[src/rtl/hv_adc_conv_sched_pkg.sv]
// hv_adc_conv_sched_pkg: shared states, channel indices and defaults for the HV ADC scheduler
package hv_adc_pkg;
  typedef enum logic [2:0] {IDLE, DVRST, START, WAIT, GAP} adc_st_e;
  localparam int CH1 = 0;
  localparam int CH2 = 1;
  localparam int TO_CYC_DEF = 255;
endpackage

[src/rtl/hv_adc_conv_sched_if.sv]
// hv_adc_conv_sched_if: scheduler-facing ADC/config bundle; master = scheduler, slave = environment
interface hv_adc_conv_sched_if #(parameter int DW = 10);
  logic [1:0]    adc_en;
  logic [7:0]    period;
  logic          adc_ready1, adc_ready2;
  logic [DW-1:0] adc_data1, adc_data2;
  logic          err_clr;
  logic          dvm_rst;
  logic [1:0]    adc_start;
  logic [DW-1:0] ch1_data, ch2_data;
  logic [1:0]    ch_vld, timeout_err;
  logic          busy;
  modport master (
    input  adc_en, period, adc_ready1, adc_ready2, adc_data1, adc_data2, err_clr,
    output dvm_rst, adc_start, ch1_data, ch2_data, ch_vld, timeout_err, busy
  );
  modport slave (
    output adc_en, period, adc_ready1, adc_ready2, adc_data1, adc_data2, err_clr,
    input  dvm_rst, adc_start, ch1_data, ch2_data, ch_vld, timeout_err, busy
  );
endinterface

[src/rtl/hv_adc_conv_sched_avg4.sv]
// hv_adc_avg4: 4-deep sample history; avg includes the incoming sample so it can be registered on push
module hv_adc_avg4 #(parameter int DW = 10) (
  input  logic          i_clk,
  input  logic          i_rst_n,
  input  logic          push,
  input  logic          clr,
  input  logic [DW-1:0] din,
  output logic [DW-1:0] avg
);
  logic [DW-1:0] h0, h1, h2;
  logic [DW+1:0] sum;
  assign sum = (DW+2)'(din) + (DW+2)'(h0) + (DW+2)'(h1) + (DW+2)'(h2);
  assign avg = sum[DW+1:2];
  always_ff @(posedge i_clk or negedge i_rst_n) begin
    if (!i_rst_n) begin
      {h2, h1, h0} <= '0;
    end else if (clr) begin
      h0 <= push ? din : '0;
      {h2, h1} <= '0;
    end else if (push) begin
      {h2, h1, h0} <= {h1, h0, din};
    end
  end
endmodule

[src/rtl/hv_adc_conv_sched.sv]
// hv_adc_conv_sched: round-robin DVM reset / conversion trigger scheduler for two ADC channels.
// Define HV_ADC_AVG_EN to publish a 4-sample running average instead of the raw sample.
module hv_adc_conv_sched
  import hv_adc_pkg::*;
#(
  parameter int DW       = 10,
  parameter int TO_CYC   = TO_CYC_DEF,
  parameter int SYNC_STG = 2
) (
  input logic i_clk,
  input logic i_rst_n,
  hv_adc_conv_sched_if.master bus
);
  localparam int CW = $clog2(TO_CYC + 1);
  adc_st_e st;
  logic sel, nxt, cap, cap_ch, pick, done_sel, p1, p2;
  logic [SYNC_STG-1:0] s1, s2;
  logic [DW-1:0] samp, res1, res2;
  logic [CW-1:0] cnt;
  logic [7:0] gap_cnt, gap_ld;
  assign pick     = bus.adc_en[nxt] ? nxt : ~nxt;
  assign done_sel = sel ? (s2[SYNC_STG-1] & ~p2) : (s1[SYNC_STG-1] & ~p1);
  assign gap_ld   = bus.period == 8'd0 ? 8'd1 : bus.period;
  assign bus.busy = st != IDLE;
  always_ff @(posedge i_clk or negedge i_rst_n) begin
    if (!i_rst_n) begin
      {s1, s2, p1, p2} <= '0;
    end else begin
      s1 <= {s1[SYNC_STG-2:0], bus.adc_ready1};
      s2 <= {s2[SYNC_STG-2:0], bus.adc_ready2};
      p1 <= s1[SYNC_STG-1];
      p2 <= s2[SYNC_STG-1];
    end
  end
`ifdef HV_ADC_AVG_EN
  logic [1:0] en_q;
  always_ff @(posedge i_clk or negedge i_rst_n) en_q <= !i_rst_n ? 2'b00 : bus.adc_en;
  hv_adc_avg4 #(.DW(DW)) u_avg1 (.i_clk, .i_rst_n, .push(cap && !cap_ch), .clr(en_q[0] && !bus.adc_en[0]), .din(samp), .avg(res1));
  hv_adc_avg4 #(.DW(DW)) u_avg2 (.i_clk, .i_rst_n, .push(cap && cap_ch), .clr(en_q[1] && !bus.adc_en[1]), .din(samp), .avg(res2));
`else
  assign res1 = samp;
  assign res2 = samp;
`endif
  // Result is latched on the done edge, then published with its strobe one cycle later.
  always_ff @(posedge i_clk or negedge i_rst_n) begin
    if (!i_rst_n) begin
      st              <= IDLE;
      sel             <= 1'(CH1);
      nxt             <= 1'(CH1);
      cap             <= 1'b0;
      cap_ch          <= 1'b0;
      samp            <= '0;
      cnt             <= '0;
      gap_cnt         <= '0;
      bus.dvm_rst     <= 1'b0;
      bus.adc_start   <= '0;
      bus.ch1_data    <= '0;
      bus.ch2_data    <= '0;
      bus.ch_vld      <= '0;
      bus.timeout_err <= '0;
    end else begin
      cap             <= 1'b0;
      bus.ch_vld      <= '0;
      bus.timeout_err <= bus.timeout_err & ~{2{bus.err_clr}};
      if (cap) begin
        bus.ch_vld[cap_ch] <= 1'b1;
        if (cap_ch) bus.ch2_data <= res2;
        else bus.ch1_data <= res1;
      end
      case (st)
        IDLE: if (|bus.adc_en) begin
          sel         <= pick;
          nxt         <= ~pick;
          bus.dvm_rst <= 1'b1;
          st          <= DVRST;
        end
        DVRST: begin
          bus.dvm_rst        <= 1'b0;
          bus.adc_start[sel] <= 1'b1;
          st                 <= START;
        end
        START: begin
          bus.adc_start <= '0;
          cnt           <= '0;
          st            <= WAIT;
        end
        WAIT: if (done_sel) begin
          samp    <= sel ? bus.adc_data2 : bus.adc_data1;
          cap     <= 1'b1;
          cap_ch  <= sel;
          gap_cnt <= gap_ld;
          st      <= GAP;
        end else if (cnt == CW'(TO_CYC)) begin
          bus.timeout_err[sel] <= 1'b1;
          gap_cnt              <= gap_ld;
          st                   <= GAP;
        end else begin
          cnt <= cnt + 1'b1;
        end
        GAP: if (gap_cnt <= 8'd1) st <= IDLE;
             else gap_cnt <= gap_cnt - 8'd1;
        default: st <= IDLE;
      endcase
    end
  end
endmodule
[src/flat_wrapper.sv]
// flat-port wrapper written by rule: the top's interface ports become plain ports
module hv_adc_conv_sched_flat import hv_adc_pkg::*;
#(
  parameter int DW       = 10,
  parameter int TO_CYC   = TO_CYC_DEF,
  parameter int SYNC_STG = 2
)
  (i_clk, i_rst_n, bus_adc_en, bus_period, bus_adc_ready1, bus_adc_ready2, bus_adc_data1, bus_adc_data2, bus_err_clr, bus_dvm_rst, bus_adc_start, bus_ch1_data, bus_ch2_data, bus_ch_vld, bus_timeout_err, bus_busy);
  hv_adc_conv_sched_if #(.DW(DW)) bus_i ();
  input logic i_clk;
  input logic i_rst_n;
  input wire logic [$bits(bus_i.adc_en)-1:0] bus_adc_en;
  input wire logic [$bits(bus_i.period)-1:0] bus_period;
  input wire logic [$bits(bus_i.adc_ready1)-1:0] bus_adc_ready1;
  input wire logic [$bits(bus_i.adc_ready2)-1:0] bus_adc_ready2;
  input wire logic [$bits(bus_i.adc_data1)-1:0] bus_adc_data1;
  input wire logic [$bits(bus_i.adc_data2)-1:0] bus_adc_data2;
  input wire logic [$bits(bus_i.err_clr)-1:0] bus_err_clr;
  output wire logic [$bits(bus_i.dvm_rst)-1:0] bus_dvm_rst;
  output wire logic [$bits(bus_i.adc_start)-1:0] bus_adc_start;
  output wire logic [$bits(bus_i.ch1_data)-1:0] bus_ch1_data;
  output wire logic [$bits(bus_i.ch2_data)-1:0] bus_ch2_data;
  output wire logic [$bits(bus_i.ch_vld)-1:0] bus_ch_vld;
  output wire logic [$bits(bus_i.timeout_err)-1:0] bus_timeout_err;
  output wire logic [$bits(bus_i.busy)-1:0] bus_busy;
  assign bus_i.adc_en = bus_adc_en;
  assign bus_i.period = bus_period;
  assign bus_i.adc_ready1 = bus_adc_ready1;
  assign bus_i.adc_ready2 = bus_adc_ready2;
  assign bus_i.adc_data1 = bus_adc_data1;
  assign bus_i.adc_data2 = bus_adc_data2;
  assign bus_i.err_clr = bus_err_clr;
  assign bus_dvm_rst = bus_i.dvm_rst;
  assign bus_adc_start = bus_i.adc_start;
  assign bus_ch1_data = bus_i.ch1_data;
  assign bus_ch2_data = bus_i.ch2_data;
  assign bus_ch_vld = bus_i.ch_vld;
  assign bus_timeout_err = bus_i.timeout_err;
  assign bus_busy = bus_i.busy;
  hv_adc_conv_sched #(.DW(DW), .TO_CYC(TO_CYC), .SYNC_STG(SYNC_STG)) u_core (.i_clk(i_clk), .i_rst_n(i_rst_n), .bus(bus_i));
endmodule
[config.mk]
export PLATFORM = sky130hd
export DESIGN_NAME = hv_adc_conv_sched_flat
export DESIGN_NICKNAME = d
export VERILOG_FILES = /design/src/rtl/hv_adc_conv_sched_pkg.sv /design/src/rtl/hv_adc_conv_sched_if.sv /design/src/rtl/hv_adc_conv_sched_avg4.sv /design/src/rtl/hv_adc_conv_sched.sv /design/src/flat_wrapper.sv
export SDC_FILE = /design/constraint.sdc
export NUM_CORES = 1
export LEC_CHECK = 0
export ABC_AREA = 1
export CORE_MARGIN = 5
export CORE_UTILIZATION = 40
export DETAILED_ROUTE_END_ITERATION = 10
export SLEW_MARGIN = 15
export SYNTH_ARGS = -nofsm -noshare
export SYNTH_HDL_FRONTEND = slang
export SYNTH_SLANG_ARGS = --single-unit
export TNS_END_PERCENT = 30
[constraint.sdc]
create_clock -name i_clk -period 4.1 [get_ports i_clk]
set_input_delay 0.615 -clock i_clk [delete_from_list [all_inputs] [get_ports i_clk]]
set_output_delay 0.615 -clock i_clk [all_outputs]
set_load 0.02 [all_outputs]
==> results.ini, run 1 <==
[outcome]
status=finished clean

[global_route]
grt_overflow_total=0
antenna_found_initial=0
grt_pass1_wl_um=11700
grt_use_total_pct=15.0
grt_pass1_vias=2503
grt_max_degree=37

[setup_path]
r2r_start=u_core.sel
r2r_end=u_core.res1[7]
cp_common_cell=inv_1
path_max_fanout=4
worst_setup_path_start_kind=flop
cp_top_family=buffers and inverters
crit_required_ps=3480
crit_buf_inv=3
critPathKind=flop to output port
cp.arrival_ps=1790
endpoint_kind=output port
slowest_stage=clkdlybuf4s50_1
r2r_cells=7
r2r_slack_ps=2280
cp_num_cells=5
worstPathCellList=inv_1 > nand2_1 > nor2_1 > inv_1 > clkdlybuf4s50_1
cp_slowest_stage_delay_ps=540

[sta]
fin_crit_sh_pct=58.7
fin_skew_ps=13.1
fin_crit_ps=2410
slew_headroom_pct=52.5
setup_violations=0
tightest_slew_ps=713
tns_ps=0
holdWs_ps=327
rsz0062_at_grt=false
fmax_mhz=415
final-max-slew-violation-count=0
hold_viol=0

[synthesis]
synth_nets=409
synth_ff_type=dfrtp_1
ys_warn_count=0
synth.distinct_cells=36
syn_area_um2=3120
synthArstFlopShare_pct=100
ys_seq_area_share_pct=53.0
yosys.area.top_type=dfrtp_1
synth.top_cells.by_area=dfrtp_1, nand2_1, o21ai_0
syn_inst=371
avgSynthCellArea_um2=8.40
synth_edf_count=0
synth_seq_cells=66
synth_top_cell_area_share_pct=53.0

[place]
io_buffer_count=62
post-place-cells=527
gp_congestion=0.830
dpl.hpwl_um=5050

[clock_network]
cts-htree-levels=3
post_cts_resize_count=0
cts_tree=built
clkTransAtPathRegs_ps=80
clk_path_buf_depth=2
root_buffer=clkbuf_8
cts_hold_buffers=0
worstSkewPairLatency_ps=330
numCtsBuffers=9
cts_setup_buffers=0
clkSinkCount=66

[final_layout]
nets=474
drive_gt1_share_pct=8.84
area_growth_pct=27.8
mostFrequentLayoutCell=nand2_1
stdcell_count=543
final_cell_mix=nand2_1, dfrtp_1, clkdlybuf4s50_1
diodes=0

[floorplanning]
coreArea_um2=7650
row_count=32
start_util_pct=40.7
io_pins=63
fp.dieH_um=98.3
fp.dieW_um=98.3
die-area_um2=9650

[routing]
wl_per_cell_um=12.8
via_per_inst=4.70
drc=0
dr.pass1.iters=4
postRouteAntennaNets=0
vias=2552
drt_iter0_drc=79
finalWirelength_um=6970

[worst_hold_path]
hold_class=input port to asynchronous set/reset pin

[power]
pwr_density_cell_nw_per_um2=667
power.leakage_nw=1.93
ir_worst_vdd_v=0.000398

[run]
drv_cap=0

==> state kept, by name (all words and copies together) (netlist names), 2 cells and up <==
name / cells
u_core.s1: 2
u_core.bus.ch2_data: 10
u_core.res1: 10
u_core.s2: 2
u_core.bus.adc_start: 2
u_core.bus.ch1_data: 10
u_core.bus.timeout_err: 2
u_core.cnt: 8
u_core.bus.ch_vld: 2
u_core.gap_cnt: 8
u_core.st: 3
==> synth_stat cells (3+ instances only) <==
library cell,number
o21ai_2,3
nor2_1,35
o21ai_0,33
nand4_1,5
a31oi_1,10
ha_1,3
nand3_1,21
dfrtp_1,66
nand2_1,115
clkbuf_1,6
inv_1,40
inv_2,4
==> worst max path at each step <==
stage,from,to,slack [ps]
after detailed placement,u_core.st[2],bus_busy,2060
final,u_core.st[2],bus_busy,1690
after floorplan,u_core.gap_cnt[0],u_core.gap_cnt[1],2540
after global placement,u_core.st[2],bus_busy,2070
after CTS,u_core.st[0],bus_busy,1670
after global routing,u_core.st[2],bus_busy,1550
==> power breakdown <==
group	internal [mW]	switching, mW	leakage [nW]	total, mW
Combinational	0.457	0.654	1.03	1.11
Clock	0.220	0.259	0.0862	0.479
Sequential	0.884	0.181	0.813	1.06
==> cell type report <==
type | count | area [um2]
clock buffers | 10 | 128
repair buffers | 63 | 623
well taps | 102 | 128
inverters | 46 | 178
multi-input cells | 250 | 1230
fillers | 730 | 3660
flip-flops and latches | 66 | 1650
clock inverters | 6 | 43.8
==> through the flow <==
stage	area, um2	setup WS, ps	power, mW	utilization [%]
floorplan	3120	2540	1.77	-
global placement	3810	2070	2.18	49.8
detailed placement	3810	2060	2.20	49.8
CTS	3980	1670	2.69	52.1
global route	3980	1550	2.87	52.1
finish	3980	1690	2.65	52.1
==> metal layers <==
metal / GRT usage, % / vias up / share of wire (%) / wire (um)
li1: - / 1313 / - / -
met1: 20.4 / 1184 / 49 / 3390
met2: 23.7 / 46 / 46 / 3220
met3: 3.00 / 9 / 3.6 / 250
met4: 5.88 / 0 / 1.6 / 114
met5: 0 / - / 0 / 0
==> kinds of logic after synthesis <==
group | count (synthesis) | synth area share [%]
AOI/OAI and AO/OA | 51 | 9.28
xor gates and xnor gates | 2 | 0.562
adders and majority gates | 3 | 1.20
buffers and inverters | 55 | 7.47
DFF | 66 | 53.0
muxes | 1 | 0.321
and+or+nand+nor | 193 | 28.2
Power figures use the tool's default switching activity.
==> run 2: changes to the inputs <==
--- a/config.mk
+++ b/config.mk
@@ -9,6 +9,7 @@
 export CORE_MARGIN = 5
 export CORE_UTILIZATION = 40
 export DETAILED_ROUTE_END_ITERATION = 10
+export PLACE_DENSITY = 0.67
 export SLEW_MARGIN = 15
 export SYNTH_ARGS = -nofsm -noshare
 export SYNTH_HDL_FRONTEND = slang
==> constraint.sdc (replaced) <==
create_clock -name i_clk -period 2.2 [get_ports i_clk]
set_input_delay 0.33 -clock i_clk [delete_from_list [all_inputs] [get_ports i_clk]]
set_output_delay 0.33 -clock i_clk [all_outputs]
set_load 0.02 [all_outputs]
==> results.ini, run 2 (synthesis results as in run 1) <==
[final_layout]
nets=477
mostFrequentLayoutCell=nand2_1
fillers=717
drive_gt1_share_pct=9.46
stdcell_count=546
final_cell_mix=nand2_1, dfrtp_1, clkdlybuf4s50_1
design_area_um2=4020
area_growth_pct=29.1
diodes=0

[routing]
postRouteAntennaNets=0
finalWirelength_um=6960
wl_per_cell_um=12.8
via_per_inst=4.64
vias=2536
dr.pass1.iters=4
drt_iter0_drc=173
drc=0

[sta]
tns_ps=0
setup_violations=0
tightest_slew_ps=557
fin_crit_sh_pct=95.2
fmax_mhz=477
rsz0062_at_grt=false
fin_skew_ps=8.72
fin_crit_ps=2100
holdWs_ps=353
final-max-slew-violation-count=0
slew_headroom_pct=62.8
hold_viol=0

[floorplanning]
fp.dieH_um=98.3
start_util_pct=40.7
io_pins=63
die-area_um2=9650
row_count=32
fp.dieW_um=98.3
coreArea_um2=7650

[power]
ir_worst_vdd_v=0.000566
pwr_density_cell_nw_per_um2=1250
power.leakage_nw=1.95

[clock_network]
cts_setup_buffers=0
cts_tree=built
clkSinkCount=66
clkTransAtPathRegs_ps=70
worstSkewPairLatency_ps=340
clk_path_buf_depth=2
cts-htree-levels=3
root_buffer=clkbuf_8
numCtsBuffers=9

[worst_hold_path]
holdPathStages=0
hold_class=flop to flop

[global_route]
grt_pass1_vias=2392
grt_pass1_wl_um=11800
antenna_found_initial=0
grt_max_degree=47
grt_use_total_pct=15.2
grt_overflow_total=0

[place]
gp_congestion=0.871
io_buffer_count=62
dpl.hpwl_um=5180
post-place-cells=529
placed_area_um2=3840

[setup_path]
path_max_fanout=4
cp.arrival_ps=1770
cp_common_cell=inv_1
slowest_stage=clkdlybuf4s50_1
cp_slowest_stage_delay_ps=530
endpoint_kind=output port
crit_required_ps=1870
critPathKind=flop to output port
worstPathCellList=inv_1 > nand2_1 > nor2_2 > inv_1 > clkdlybuf4s50_1
r2r_cells=9
worst_setup_path_start_kind=flop
r2r_slack_ps=510

[run]
drv_cap=0

[outcome]
status=finished clean

run 2: per-layer routing:
| metal | vias to the layer above | track usage (%) | wire, um |
|---|---|---|---|
| li1 | 1317 | - | - |
| met1 | 1162 | 22.3 | 3510 |
| met2 | 48 | 21.6 | 3030 |
| met3 | 9 | 3.07 | 283 |
| met4 | 0 | 6.62 | 142 |
| met5 | - | 0 | 0 |
run 2: path summary, 6_finish.rpt:
check	startpoint	to
worst max-delay path	u_core.st[2]	bus_busy
worst min-delay path	u_core.s2[0]	u_core.s2[1]
worst max register to register	u_core.gap_cnt[0]	u_core.gap_cnt[0]
worst min register to register	u_core.s2[0]	u_core.s2[1]
max in group asynchronous	i_rst_n	u_core.gap_cnt[6]
min in group asynchronous	i_rst_n	u_core.res1[0]
run 2: area by class of cell:
cell class                 count  area (um2)  area share [%]
timing repair buffer          66         661            16.4
sequential                    66        1650            41.1
tap                          102         128            3.17
clock buffer                  10         128            3.17
inverter                      46         178            4.42
clock inverter                 6        42.5            1.06
multi-input combinational    250        1230            30.7
run 2: what timing repair did:
action	CTS	global route
resized for setup	0	1
setup endpoints to repair	0	1
endpoints found under the hold margin	20	0
hold buffers	1	0
run 2: critical path, delay by kind of cell (launching register included):
| family | cells | cell delay [ps] |
|---|---|---|
| buf+inv | 3 | 690 |
| flops | 1 | 450 |
| simple gates | 2 | 280 |
run 2: stage by stage:
stage / setup slack (ps) / util (%) / power [mW]
after floorplan: 638 / - / 3.31
after global placement: 447 / 50.2 / 4.11
after detailed placement: 426 / 50.2 / 4.14
after global routing: 10.3 / 52.6 / 5.40
final: 105 / 52.6 / 5.01
after CTS: 24.4 / 52.6 / 5.06
run 2: power breakdown:
part	switching [mW]	internal, mW
registers	0.321	1.65
clock network	0.483	0.410
logic	1.27	0.880
total	2.07	2.94
==> run 3: changes to the inputs <==
--- a/config.mk
+++ b/config.mk
@@ -9,8 +9,9 @@
 export CORE_MARGIN = 5
 export CORE_UTILIZATION = 40
 export DETAILED_ROUTE_END_ITERATION = 10
+export GPL_TIMING_DRIVEN = 0
 export PLACE_DENSITY = 0.67
-export SLEW_MARGIN = 15
+export SLEW_MARGIN = 20
 export SYNTH_ARGS = -nofsm -noshare
 export SYNTH_HDL_FRONTEND = slang
 export SYNTH_SLANG_ARGS = --single-unit
==> results.ini, run 3 (synthesis results as in run 1) <==
[sta]
slew_headroom_pct=65.5
hold_viol=0
fin_skew_ps=12.1
fin_crit_ps=1800
rsz0062_at_grt=false
fin_crit_sh_pct=81.8
fmax_mhz=556
final-max-slew-violation-count=0
tightest_slew_ps=518
setup_violations=0

[global_route]
grt_pass1_vias=2652
use_met2_pct=25.2
grt_max_degree=35
antenna_found_initial=0
grt_util_met3_pct=3.50
grt_use_total_pct=16.1
grtUsageMet1_pct=21.9
grt_pass1_wl_um=12600
busiest_layer=met2
grt_overflow_total=0

[setup_path]
critPathKind=flop to output port
r2r_slack_ps=410
worst_setup_path_start_kind=flop
cp-startpoint=u_core.st[2]
r2r_end=u_core.gap_cnt[3]
r2r_cells=10
crit_required_ps=1870
path_max_fanout=4
endpoint_kind=output port
r2r_start=u_core.gap_cnt[0]
cp.arrival_ps=1470

[routing]
vias=2610
drt_iter0_drc=138
dr.pass1.iters=5
drc=0
finalWirelength_um=7350
wl_per_cell_um=13.3
via_per_inst=4.72
postRouteAntennaNets=0

[outcome]
status=finished clean

[power]
pwr_density_cell_nw_per_um2=1270
power.leakage_nw=1.98
ir_worst_vdd_v=0.000492

[final_layout]
design_area_um2=4100
mostFrequentLayoutCell=nand2_1
area_growth_pct=31.5
final_cell_mix=nand2_1, dfrtp_1, clkdlybuf4s50_1
final_util_pct=53.6
drive_gt1_share_pct=9.76
diodes=0
nets=484

[place]
gp_congestion=0.884
placed_area_um2=3880
io_buffer_count=62
dpl.hpwl_um=5470

[clock_network]
cts_setup_buffers=0
cts-htree-levels=3
numCtsBuffers=9
cts_tree=built
worstSkewPairLatency_ps=350
clkSinkCount=66
root_buffer=clkbuf_8
clkTransAtPathRegs_ps=80
clk_path_buf_depth=2

[worst_hold_path]
hold_class=flop to flop
hp-start=u_core.s1[0]
holdPathStages=0
holdPathEnd=u_core.s1[1]

[floorplanning]
io_pins=63
start_util_pct=40.7
die-area_um2=9650
fp.dieW_um=98.3
row_count=32
fp.dieH_um=98.3
coreArea_um2=7650

[run]
drv_cap=0

run 3: worst max-delay path by stage:
stage / endpoint / depth (start not counted)
3_5_place_dp: bus_busy / 5
6_report: bus_busy / 5
4_1_cts: bus_busy / 5
2_1_floorplan: u_core.gap_cnt[1] / 10
5_1_grt: u_core.gap_cnt[3] / 10
3_3_place_gp: u_core.bus.ch1_data[8] / 1
run 3: metrics by stage:
step | hold slack, ps | worst slack (ps) | std cells | total power [mW] | setup TNS [ps]
floorplan | 34.4 | 638 | 371 | 3.31 | 0
detailed placement | 308 | 371 | 536 | 4.19 | 0
global route | 374 | 264 | 553 | 5.59 | 0
global placement | 334 | -1380 | 535 | 4.13 | -91200
finish | 353 | 401 | 553 | 5.20 | 0
CTS | 357 | 46.0 | 553 | 5.25 | 0
run 3: final cells by class:
class	count	area (um2)
clock inverters	7	77.6
fillers	694	3550
repair buffers	64	651
inverters	46	178
clock buffers	9	124
flip-flops and latches	66	1650
plain buffers	9	55.1
well taps	102	128
multi-input cells	250	1230
run 3: what timing repair did:
item / in CTS / in global routing
hold endpoints to repair: 32 / 0
setup endpoints to repair: 1 / 1
hold buffers: 1 / 0
gates resized for setup: 1 / 1
run 3: worst max-delay path, cell delays in order (launching register included):
cell	delay (ps)
dfrtp_1	460
inv_1	100
nand2_1	100
nor2_2	190
inv_1	60
dlymetal6s2s_1	200
run 3: metal layers:
layer	vias to the layer above	share of wire, %
met3	8	4.1
met2	46	46
met1	1221	48
li1	1335	-
met4	0	1.7
met5	-	0
run 3: report_power, final:
group	internal, mW	switching, mW
combinational	0.894	1.29
clock	0.530	0.507
sequential	1.65	0.329
